## src/rtl/mux_scan_pkg.sv

```systemverilog
// rtl/mux_scan_pkg.sv - shared types, constants and channel search helper for the mux scan sequencer
//
// Purpose: state encoding, channel/select widths and the "next enabled channel above cur"
//          search used by mux_scan_pick and mux_scan_seq.
// Ports:   none (package).
package mux_scan_pkg;

  typedef enum logic [1:0] {
    IDLE,
    SETTLE,
    SEND
  } state_t;

  localparam int N_CH  = 4;
  localparam int SEL_W = 2;
  localparam int CNT_W = 3;   // holds the settle count, 0..7

  // Returns {found, idx}: the lowest set bit of mask strictly above cur.
  // Scanning downward lets the last hit be the lowest qualifying index.
  function automatic logic [SEL_W:0] next_ch(input logic [N_CH-1:0] mask,
                                             input logic [SEL_W-1:0] cur);
    logic [SEL_W:0] r;
    r = '0;
    for (int i = N_CH - 1; i >= 0; i--) begin
      if (mask[i] && (i > int'(cur))) begin
        r = {1'b1, SEL_W'(i)};
      end
    end
    return r;
  endfunction

endpackage

```

## src/rtl/mux_scan_pick.sv

```systemverilog
// rtl/mux_scan_pick.sv - combinational channel finder for scan start and scan advance
//
// Purpose: finds the lowest enabled channel of a fresh mask (scan start) and the next
//          enabled channel above the current select in the latched mask (advance).
// Ports:
//   first_mask  in   4  mask used at scan start (live ChEn)
//   next_mask   in   4  mask latched for the scan in progress
//   cur         in   2  current select
//   first_idx   out  2  lowest set bit of first_mask (0 when the mask is empty)
//   next_found  out  1  a set bit exists in next_mask above cur
//   next_idx    out  2  index of that bit
module mux_scan_pick
  import mux_scan_pkg::*;
(
  input  logic [N_CH-1:0]  first_mask,
  input  logic [N_CH-1:0]  next_mask,
  input  logic [SEL_W-1:0] cur,
  output logic [SEL_W-1:0] first_idx,
  output logic             next_found,
  output logic [SEL_W-1:0] next_idx
);

  always_comb begin
    first_idx = '0;
    for (int i = N_CH - 1; i >= 0; i--) begin
      if (first_mask[i]) begin
        first_idx = SEL_W'(i);
      end
    end
  end

  always_comb begin
    {next_found, next_idx} = next_ch(next_mask, cur);
  end

endmodule

```

## src/rtl/mux_scan_seq.sv

```systemverilog
// rtl/mux_scan_seq.sv - scan sequencer serializing four mux channels onto a valid/ready stream
//
// Purpose: steps the 4:1 mux select over the enabled channels in ascending order, waits
//          SETTLE_CYCLES for the mux output, samples it and emits one {channel, data} beat.
// Optional feature: define MUX_SCAN_CHANGE_ONLY_EN to suppress beats whose data equals the
//          last value sent on that channel.
// Ports:
//   Clk         in   1  clock, rising edge
//   Rst_n       in   1  asynchronous active-low reset
//   Start       in   1  start a scan (honoured only in IDLE with ChEn != 0)
//   Continuous  in   1  chain a new scan at the end of the current one
//   ChEn        in   4  channel enable mask, latched at scan start
//   Sel         out  2  registered mux select
//   Yin         in   W  mux output
//   OutValid    out  1  beat valid
//   OutReady    in   1  beat accepted
//   OutCh       out  2  beat channel
//   OutData     out  W  beat data
//   Busy        out  1  state != IDLE
//   ScanDone    out  1  one-cycle pulse at the end of each scan
module mux_scan_seq
  import mux_scan_pkg::*;
#(
  parameter int W             = 4,
  parameter int SETTLE_CYCLES = 1
) (
  input  logic             Clk,
  input  logic             Rst_n,
  input  logic             Start,
  input  logic             Continuous,
  input  logic [N_CH-1:0]  ChEn,
  output logic [SEL_W-1:0] Sel,
  input  logic [W-1:0]     Yin,
  output logic             OutValid,
  input  logic             OutReady,
  output logic [SEL_W-1:0] OutCh,
  output logic [W-1:0]     OutData,
  output logic             Busy,
  output logic             ScanDone
);

  localparam logic [CNT_W-1:0] SETTLE_LD = CNT_W'(SETTLE_CYCLES);

  state_t           state;
  logic [N_CH-1:0]  mask;
  logic [CNT_W-1:0] cnt;

  logic [SEL_W-1:0] first_idx;
  logic [SEL_W-1:0] next_idx;
  logic             next_found;
  logic             sample;
  logic             skip;
  logic             advance;

  mux_scan_pick u_pick (
    .first_mask (ChEn),
    .next_mask  (mask),
    .cur        (Sel),
    .first_idx  (first_idx),
    .next_found (next_found),
    .next_idx   (next_idx)
  );

  assign sample = (state == SETTLE) && (cnt == '0);

`ifdef MUX_SCAN_CHANGE_ONLY_EN
  logic [W-1:0]    last_data [N_CH];
  logic [N_CH-1:0] seen;

  // An unchanged channel is treated as if its beat had already been accepted.
  assign skip = seen[Sel] && (Yin == last_data[Sel]);

  always_ff @(posedge Clk or negedge Rst_n) begin
    if (!Rst_n) begin
      seen <= '0;
      for (int i = 0; i < N_CH; i++) begin
        last_data[i] <= '0;
      end
    end else if (sample && !skip) begin
      seen[Sel]      <= 1'b1;
      last_data[Sel] <= Yin;
    end
  end
`else
  assign skip = 1'b0;
`endif

  // OutValid is high throughout SEND, so the handshake reduces to SEND && OutReady.
  assign advance = ((state == SEND) && OutReady) || (sample && skip);
  assign Busy    = (state != IDLE);

  always_ff @(posedge Clk or negedge Rst_n) begin
    if (!Rst_n) begin
      state    <= IDLE;
      Sel      <= '0;
      OutValid <= 1'b0;
      OutCh    <= '0;
      OutData  <= '0;
      ScanDone <= 1'b0;
      mask     <= '0;
      cnt      <= '0;
    end else begin
      ScanDone <= 1'b0;
      if (advance) begin
        OutValid <= 1'b0;
        if (next_found) begin
          Sel   <= next_idx;
          cnt   <= SETTLE_LD;
          state <= SETTLE;
        end else begin
          ScanDone <= 1'b1;
          if (Continuous && (ChEn != '0)) begin
            mask  <= ChEn;
            Sel   <= first_idx;
            cnt   <= SETTLE_LD;
            state <= SETTLE;
          end else begin
            // Sel deliberately keeps the last channel visited.
            state <= IDLE;
          end
        end
      end else begin
        case (state)
          IDLE: begin
            if (Start && (ChEn != '0)) begin
              mask  <= ChEn;
              Sel   <= first_idx;
              cnt   <= SETTLE_LD;
              state <= SETTLE;
            end
          end
          SETTLE: begin
            if (cnt != '0) begin
              cnt <= cnt - CNT_W'(1);
            end else begin
              OutData  <= Yin;
              OutCh    <= Sel;
              OutValid <= 1'b1;
              state    <= SEND;
            end
          end
          SEND: begin
            // Beat holds until the consumer takes it.
          end
          default: state <= IDLE;
        endcase
      end
    end
  end

endmodule

```

## config.mk

```make
export PLATFORM = sky130hd
export DESIGN_NAME = mux_scan_seq
export DESIGN_NICKNAME = d
export VERILOG_FILES = /design/src/rtl/mux_scan_pkg.sv /design/src/rtl/mux_scan_pick.sv /design/src/rtl/mux_scan_seq.sv
export SDC_FILE = /design/constraint.sdc
export NUM_CORES = 1
export LEC_CHECK = 0
export ABC_CLOCK_PERIOD_IN_PS = 3000
export CORE_AREA = 8 8 64 66
export DETAILED_ROUTE_END_ITERATION = 7
export DIE_AREA = 0 0 72 74
export HOLD_SLACK_MARGIN = 0.12
export PLACE_DENSITY = 0.52
export REMOVE_ABC_BUFFERS = 1
export SLEW_MARGIN = 20
export SYNTH_ARGS = -nofsm -noshare
export SYNTH_HDL_FRONTEND = slang
export SYNTH_SLANG_ARGS = --single-unit
export TNS_END_PERCENT = 1
```

## constraint.sdc

```tcl
create_clock -name Clk -period 3 [get_ports Clk]
set_input_delay 0.75 -clock Clk [delete_from_list [all_inputs] [get_ports Clk]]
set_output_delay 0.75 -clock Clk [all_outputs]
set_load 0.005 [all_outputs]
```

==> impl_metrics.env, run 1 <==
export IMPL_status="completed"
export IMPL_dp_final_hpwl_um=1450
export IMPL_clock_sinks=18
export IMPL_grt_pass1_wl_um=3110
export IMPL_cts_buffer_depth=2
export IMPL_finalWorstSetupSlack_ps=668
export IMPL_postSynthCellCount=76
export IMPL_num_vias=649
export IMPL_dieHeight_um=74
export IMPL_nets=118
export IMPL_fin_tns_setup_ps=0
export IMPL_area_delta_synth_final_pct=36.3
export IMPL_cts_buffers=3
export IMPL_synth_seq_cells=18
export IMPL_drv_cap=0
export IMPL_total_leakage_power_nw=0.528
export IMPL_ys_types=26
export IMPL_drive_above_1_share=0.186
export IMPL_cts_resized=0
export IMPL_ir_drop_mv=0.302
export IMPL_dr_pass1_iters=4
export IMPL_layout_common_cells="23 x clkdlybuf4s50_1, 18 x dfrtp_1, 8 x mux2_2"
export IMPL_syn_area_um2=880
export IMPL_reg2reg_depth=5
export IMPL_worst_slew_pin_slew_ps=830
export IMPL_hp_class="flip-flop to flip-flop"
export IMPL_pin_count=24
export IMPL_crit_start="ChEn[1]"
export IMPL_slew_headroom=0.445
export IMPL_grt_max_degree=19
export IMPL_setup_viol=0
export IMPL_track_usage=0.0760
export IMPL_path_class="primary input to flip-flop"
export IMPL_hold_viol=0
export IMPL_start_util=0.277
export IMPL_routed_via_density=4.39
export IMPL_cts_root_buffer="clkbuf_4"
export IMPL_antennaDiodeCount=0
export IMPL_htreeDepth=1
export IMPL_place_inst=144
export IMPL_place_port_buffers=23
export IMPL_clock_fmax_ghz=0.429
export IMPL_layout_commonest_cell="clkdlybuf4s50_1"
export IMPL_avgRoutedWirePerCell_um=12.5
export IMPL_finalMaxSlewViolations=0
export IMPL_gp_congestion=0.830
export IMPL_rsz0062_at_grt="false"
export IMPL_hold_path_depth=1
export IMPL_start_kind="primary input"
export IMPL_antenna_found_initial=0
export IMPL_crit_arrival_ps=2520
export IMPL_drc=0
export IMPL_ys_seq_area_frac=0.512
export IMPL_hold_start="state[0]"
export IMPL_post_route_min_period_ps=2330
export IMPL_period_share=0.777
export IMPL_clk_latency_ps=290
export IMPL_rows=21
export IMPL_grt_overflow=0
export IMPL_cp_end_kind="flip-flop"
export IMPL_dp_slack_ps=360
export IMPL_fp_dieW_um=72
export IMPL_drtAntennaViolNets=0
export IMPL_die_area_um2=5330
export IMPL_core_um2=3180
export IMPL_finalWirelength_um=1860
export IMPL_grt_pass1_vias=657
export IMPL_cts_hold_buffers_added=0
export IMPL_final_cells=148
export IMPL_utilization=0.377
export IMPL_power_density_nw_per_um2=925
export IMPL_cp_max_fo=4
export IMPL_fin_skew_ps=9.36
export IMPL_finalPower_mw=1.11
export IMPL_cts_setup_buffers=0
export IMPL_r2r_start="Sel[1]"
export IMPL_drt_iter0_drc=26
export IMPL_clkTransAtPathRegs_ps=110
export IMPL_tritoncts="done"
export IMPL_synth_warnings=0
export IMPL_required_ps=3190
export IMPL_avgSynthCellArea_um2=11.6
stage by stage:
stage / hold WS [ps] / instance area, µm²
floorplan: 454 / 875
global placement: 488 / 1160
detailed placement: 496 / 1160
CTS: 515 / 1200
global route: 534 / 1200
finish: 506 / 1200
cell type report:
cell class                 count  area [µm²]
fill                         318        1980
tap                           46        57.6
multi-input combinational     50         398
inverter                       7        26.3
sequential                    18         450
timing repair buffer          23         230
clock buffer                   4        36.3
per-layer routing:
metal	track usage	up-vias	share of wire
li1	-	326	-
met5	0	-	0
met3	0.0323	2	0.091
met2	0.109	20	0.43
met4	0.0476	0	0.018
met1	0.0916	301	0.46
critical path, stage by stage:
cell	delay (ps)
clkdlybuf4s50_1	460
or4_4	580
nand2_1	90
nor2_1	50
o2bb2ai_1	230
mux2_2	360
kinds of logic (layout without fill, tap and decap cells):
family / Yosys count / in the layout / share of synthesized area
adder cells (fa/ha/maj): 2 / 2 / 0.0284
AND/OR/NAND/NOR: 17 / 17 / 0.111
buffers and inverters: 8 / 34 / 0.0356
multiplexers: 12 / 12 / 0.165
flip-flops: 18 / 18 / 0.512
AO/OA/AOI/OAI: 19 / 19 / 0.148
power breakdown:
part	leakage (nW)	total, mW	switching [mW]	internal, mW
registers	0.218	0.434	0.0760	0.358
logic	0.289	0.526	0.210	0.317
clock network	0.0210	0.149	0.0752	0.0739
registers in the layout (all words and copies together) (netlist names):
| name | cells |
|---|---|
| OutData | 4 |
| state | 2 |
| OutCh | 2 |
| OutValid | 1 |
| mask | 3 |
| ScanDone | 1 |
| cnt | 3 |
| Sel | 2 |
synthesized netlist by cell type:
library cell | number | area, µm²
dfrtp_1 | 18 | 450
mux2_2 | 8 | 90.1
inv_1 | 7 | 26.3
a21oi_1 | 6 | 30.0
nand2b_1 | 4 | 25.0
nor2_1 | 4 | 15.0
mux2_4 | 3 | 45.0
nand2_1 | 3 | 11.3
o21ai_0 | 3 | 15.0
o22ai_1 | 3 | 18.8
ha_1 | 2 | 25.0
a211oi_1 | 1 | 7.51
a31o_4 | 1 | 17.5
a31oi_1 | 1 | 6.26
and3b_1 | 1 | 8.76
and4_1 | 1 | 8.76
buf_2 | 1 | 5.00
mux2i_1 | 1 | 10.0
nand3_1 | 1 | 5.00
nor2b_1 | 1 | 6.26
o211ai_1 | 1 | 7.51
o21a_1 | 1 | 7.51
o221a_2 | 1 | 11.3
o2bb2ai_1 | 1 | 8.76
or2_2 | 1 | 6.26
or4_4 | 1 | 11.3
final timing paths:
kind / end / slack [ps]
max: Sel[1] / 670
min: state[1] / 510
max reg2reg: cnt[0] / 1290
min reg2reg: state[1] / 510
max in group asynchronous: cnt[0] / 1560
min in group asynchronous: OutData[0] / 920
Power figures use the tool's default switching activity.
==> run 2: changes to the inputs <==
--- a/config.mk
+++ b/config.mk
@@ -5,12 +5,12 @@
 export SDC_FILE = /design/constraint.sdc
 export NUM_CORES = 1
 export LEC_CHECK = 0
-export ABC_CLOCK_PERIOD_IN_PS = 3000
+export ABC_CLOCK_PERIOD_IN_PS = 1900
 export CORE_AREA = 8 8 64 66
 export DETAILED_ROUTE_END_ITERATION = 7
 export DIE_AREA = 0 0 72 74
 export HOLD_SLACK_MARGIN = 0.12
-export PLACE_DENSITY = 0.52
+export PLACE_DENSITY = 0.54
 export REMOVE_ABC_BUFFERS = 1
 export SLEW_MARGIN = 20
 export SYNTH_ARGS = -nofsm -noshare
==> constraint.sdc (replaced) <==
create_clock -name Clk -period 1.9 [get_ports Clk]
set_input_delay 0.475 -clock Clk [delete_from_list [all_inputs] [get_ports Clk]]
set_output_delay 0.475 -clock Clk [all_outputs]
set_load 0.005 [all_outputs]
==> impl_metrics.env, run 2 (same netlist as run 1, synthesis figures left out) <==
export IMPL_cts_buffer_depth=2
export IMPL_layout_commonest_cell="clkdlybuf4s50_1"
export IMPL_post_route_min_period_ps=1840
export IMPL_num_vias=702
export IMPL_period_share=0.969
export IMPL_drt_iter0_drc=20
export IMPL_path_class="primary input to flip-flop"
export IMPL_crit_start="ChEn[1]"
export IMPL_largest_reg_flops=4
export IMPL_dp_slack_ps=-427
export IMPL_grt_pass1_vias=732
export IMPL_grt_max_degree=19
export IMPL_gp_congestion=0.738
export IMPL_setup_viol=0
export IMPL_reg_largest_list="OutData (4), cnt (3), mask (3)"
export IMPL_drc=0
export IMPL_clock_sinks=18
export IMPL_hp_class="primary input to async pin"
export IMPL_rsz0062_at_grt="false"
export IMPL_multi_input_area_um2=407
export IMPL_grt_overflow=0
export IMPL_cts_hold_buffers_added=0
export IMPL_nets=130
export IMPL_dr_pass1_iters=4
export IMPL_drtAntennaViolNets=0
export IMPL_drive_above_1_share=0.289
export IMPL_cts_root_buffer="clkbuf_4"
export IMPL_cp_end_kind="flip-flop"
export IMPL_htreeDepth=1
export IMPL_hold_viol=0
export IMPL_cts_buffers=3
export IMPL_avgRoutedWirePerCell_um=12.5
export IMPL_ir_drop_mv=0.429
export IMPL_antennaDiodeCount=0
export IMPL_grt_pass1_wl_um=3370
export IMPL_status="completed"
export IMPL_pin_count=24
export IMPL_clock_fmax_ghz=0.543
export IMPL_r2r_end="Sel[1]"
export IMPL_tritoncts="done"
export IMPL_top_register="OutData"
export IMPL_slew_headroom=0.810
export IMPL_r2r_start="state[0]"
export IMPL_routed_via_density=4.39
export IMPL_ff_latch_area_um2=450
export IMPL_area_delta_synth_final_pct=47.4
export IMPL_finalMaxSlewViolations=0
export IMPL_antenna_found_initial=0
export IMPL_track_usage=0.0811
export IMPL_core_um2=3180
export IMPL_clkTransAtPathRegs_ps=100
export IMPL_required_ps=2090
export IMPL_drv_cap=0
export IMPL_fillCellCount=307
export IMPL_die_area_um2=5330
export IMPL_fp_dieW_um=72
export IMPL_finalPower_mw=1.85
export IMPL_cp_max_fo=4
export IMPL_dieHeight_um=74
export IMPL_layout_common_cells="19 x clkdlybuf4s50_1, 18 x dfrtp_1, 12 x buf_4"
export IMPL_place_port_buffers=23
export IMPL_crit_arrival_ps=2030
export IMPL_worst_slew_pin_slew_ps=283
export IMPL_power_density_nw_per_um2=1430
export IMPL_finalWorstSetupSlack_ps=59.3
export IMPL_rows=21
export IMPL_r2r_slack_ps=290
export IMPL_start_kind="primary input"
export IMPL_clk_latency_ps=300
export IMPL_reg2reg_depth=5
export IMPL_total_leakage_power_nw=0.601
export IMPL_dp_final_hpwl_um=1560
export IMPL_fin_skew_ps=6.65
export IMPL_finalWirelength_um=2000
export IMPL_start_util=0.277
## run 2: cell types whose count changed in the layout (fill, tap and decap cells not counted)
| cell | delta |
|---|---|
| buf_4 | +12 |
| clkdlybuf4s50_1 | -4 |
| dlygate4sd2_1 | +3 |
| dlymetal6s2s_1 | +1 |
| nand2_1 | -1 |
| nand2_2 | +1 |
| o2bb2ai_1 | -1 |
| o2bb2ai_2 | +1 |
## run 2: metal layers
layer / up-vias / track usage / part of all wire
met5: - / 0 / 0
met4: 0 / 0.0612 / 0.029
met3: 5 / 0.0310 / 0.096
met2: 25 / 0.122 / 0.43
met1: 325 / 0.0917 / 0.45
li1: 347 / - / -
## run 2: critical path: stages
cell,delay (ps)
clkdlybuf4s50_1,430
or4_4,460
nand2_2,80
nor2_1,60
a31o_4,230
mux2_4,290
## run 2: area by class of cell
type / instances / area share
sequential: 18 / 0.347
multi-input combinational: 50 / 0.314
timing repair buffer: 35 / 0.246
tap: 46 / 0.0444
clock buffer: 4 / 0.0280
inverter: 7 / 0.0203
## run 2: stage by stage
step                instance area, µm²  setup TNS [ps]  cells   util  hold WS, ps
finish                            1300               0    160  0.408          496
global route                      1300               0    160  0.408          527
CTS                               1290               0    160  0.407          501
detailed placement                1240           -2750    154  0.389          494
global placement                  1240           -2530    154  0.389          487
floorplan                          875               0     75      -          179
## run 2: power breakdown
group          total (mW)  switching, mW  leakage [nW]  internal (mW)
Sequential          0.680          0.116         0.218          0.564
Clock               0.235          0.118        0.0210          0.117
Combinational       0.936          0.365         0.362          0.572
Total                1.85          0.599         0.601           1.25
## run 2: worst max-delay path by stage
stage               cells past startpoint       to  slack, ps
floorplan                               5   Sel[1]         70
global placement                        6   Sel[1]       -370
detailed placement                      6   Sel[1]       -430
CTS                                     6  mask[1]         10
global route                            6  mask[3]         10
finish                                  6  mask[1]         60
## run 2: repair_timing
item / CTS / global route
gates resized for setup: 5 / 1
endpoints found under the setup margin: 6 / 4
buffers inserted: 2 / 0
pin swaps: 3 / 1
==> run 3: changes to the inputs <==
--- a/config.mk
+++ b/config.mk
@@ -7,6 +7,7 @@
 export LEC_CHECK = 0
 export ABC_CLOCK_PERIOD_IN_PS = 1900
 export CORE_AREA = 8 8 64 66
+export CTS_CLUSTER_SIZE = 24
 export DETAILED_ROUTE_END_ITERATION = 7
 export DIE_AREA = 0 0 72 74
 export HOLD_SLACK_MARGIN = 0.12
==> results of run 3 <==
The final DEF is identical to that of run 2; final timing and power are the same.
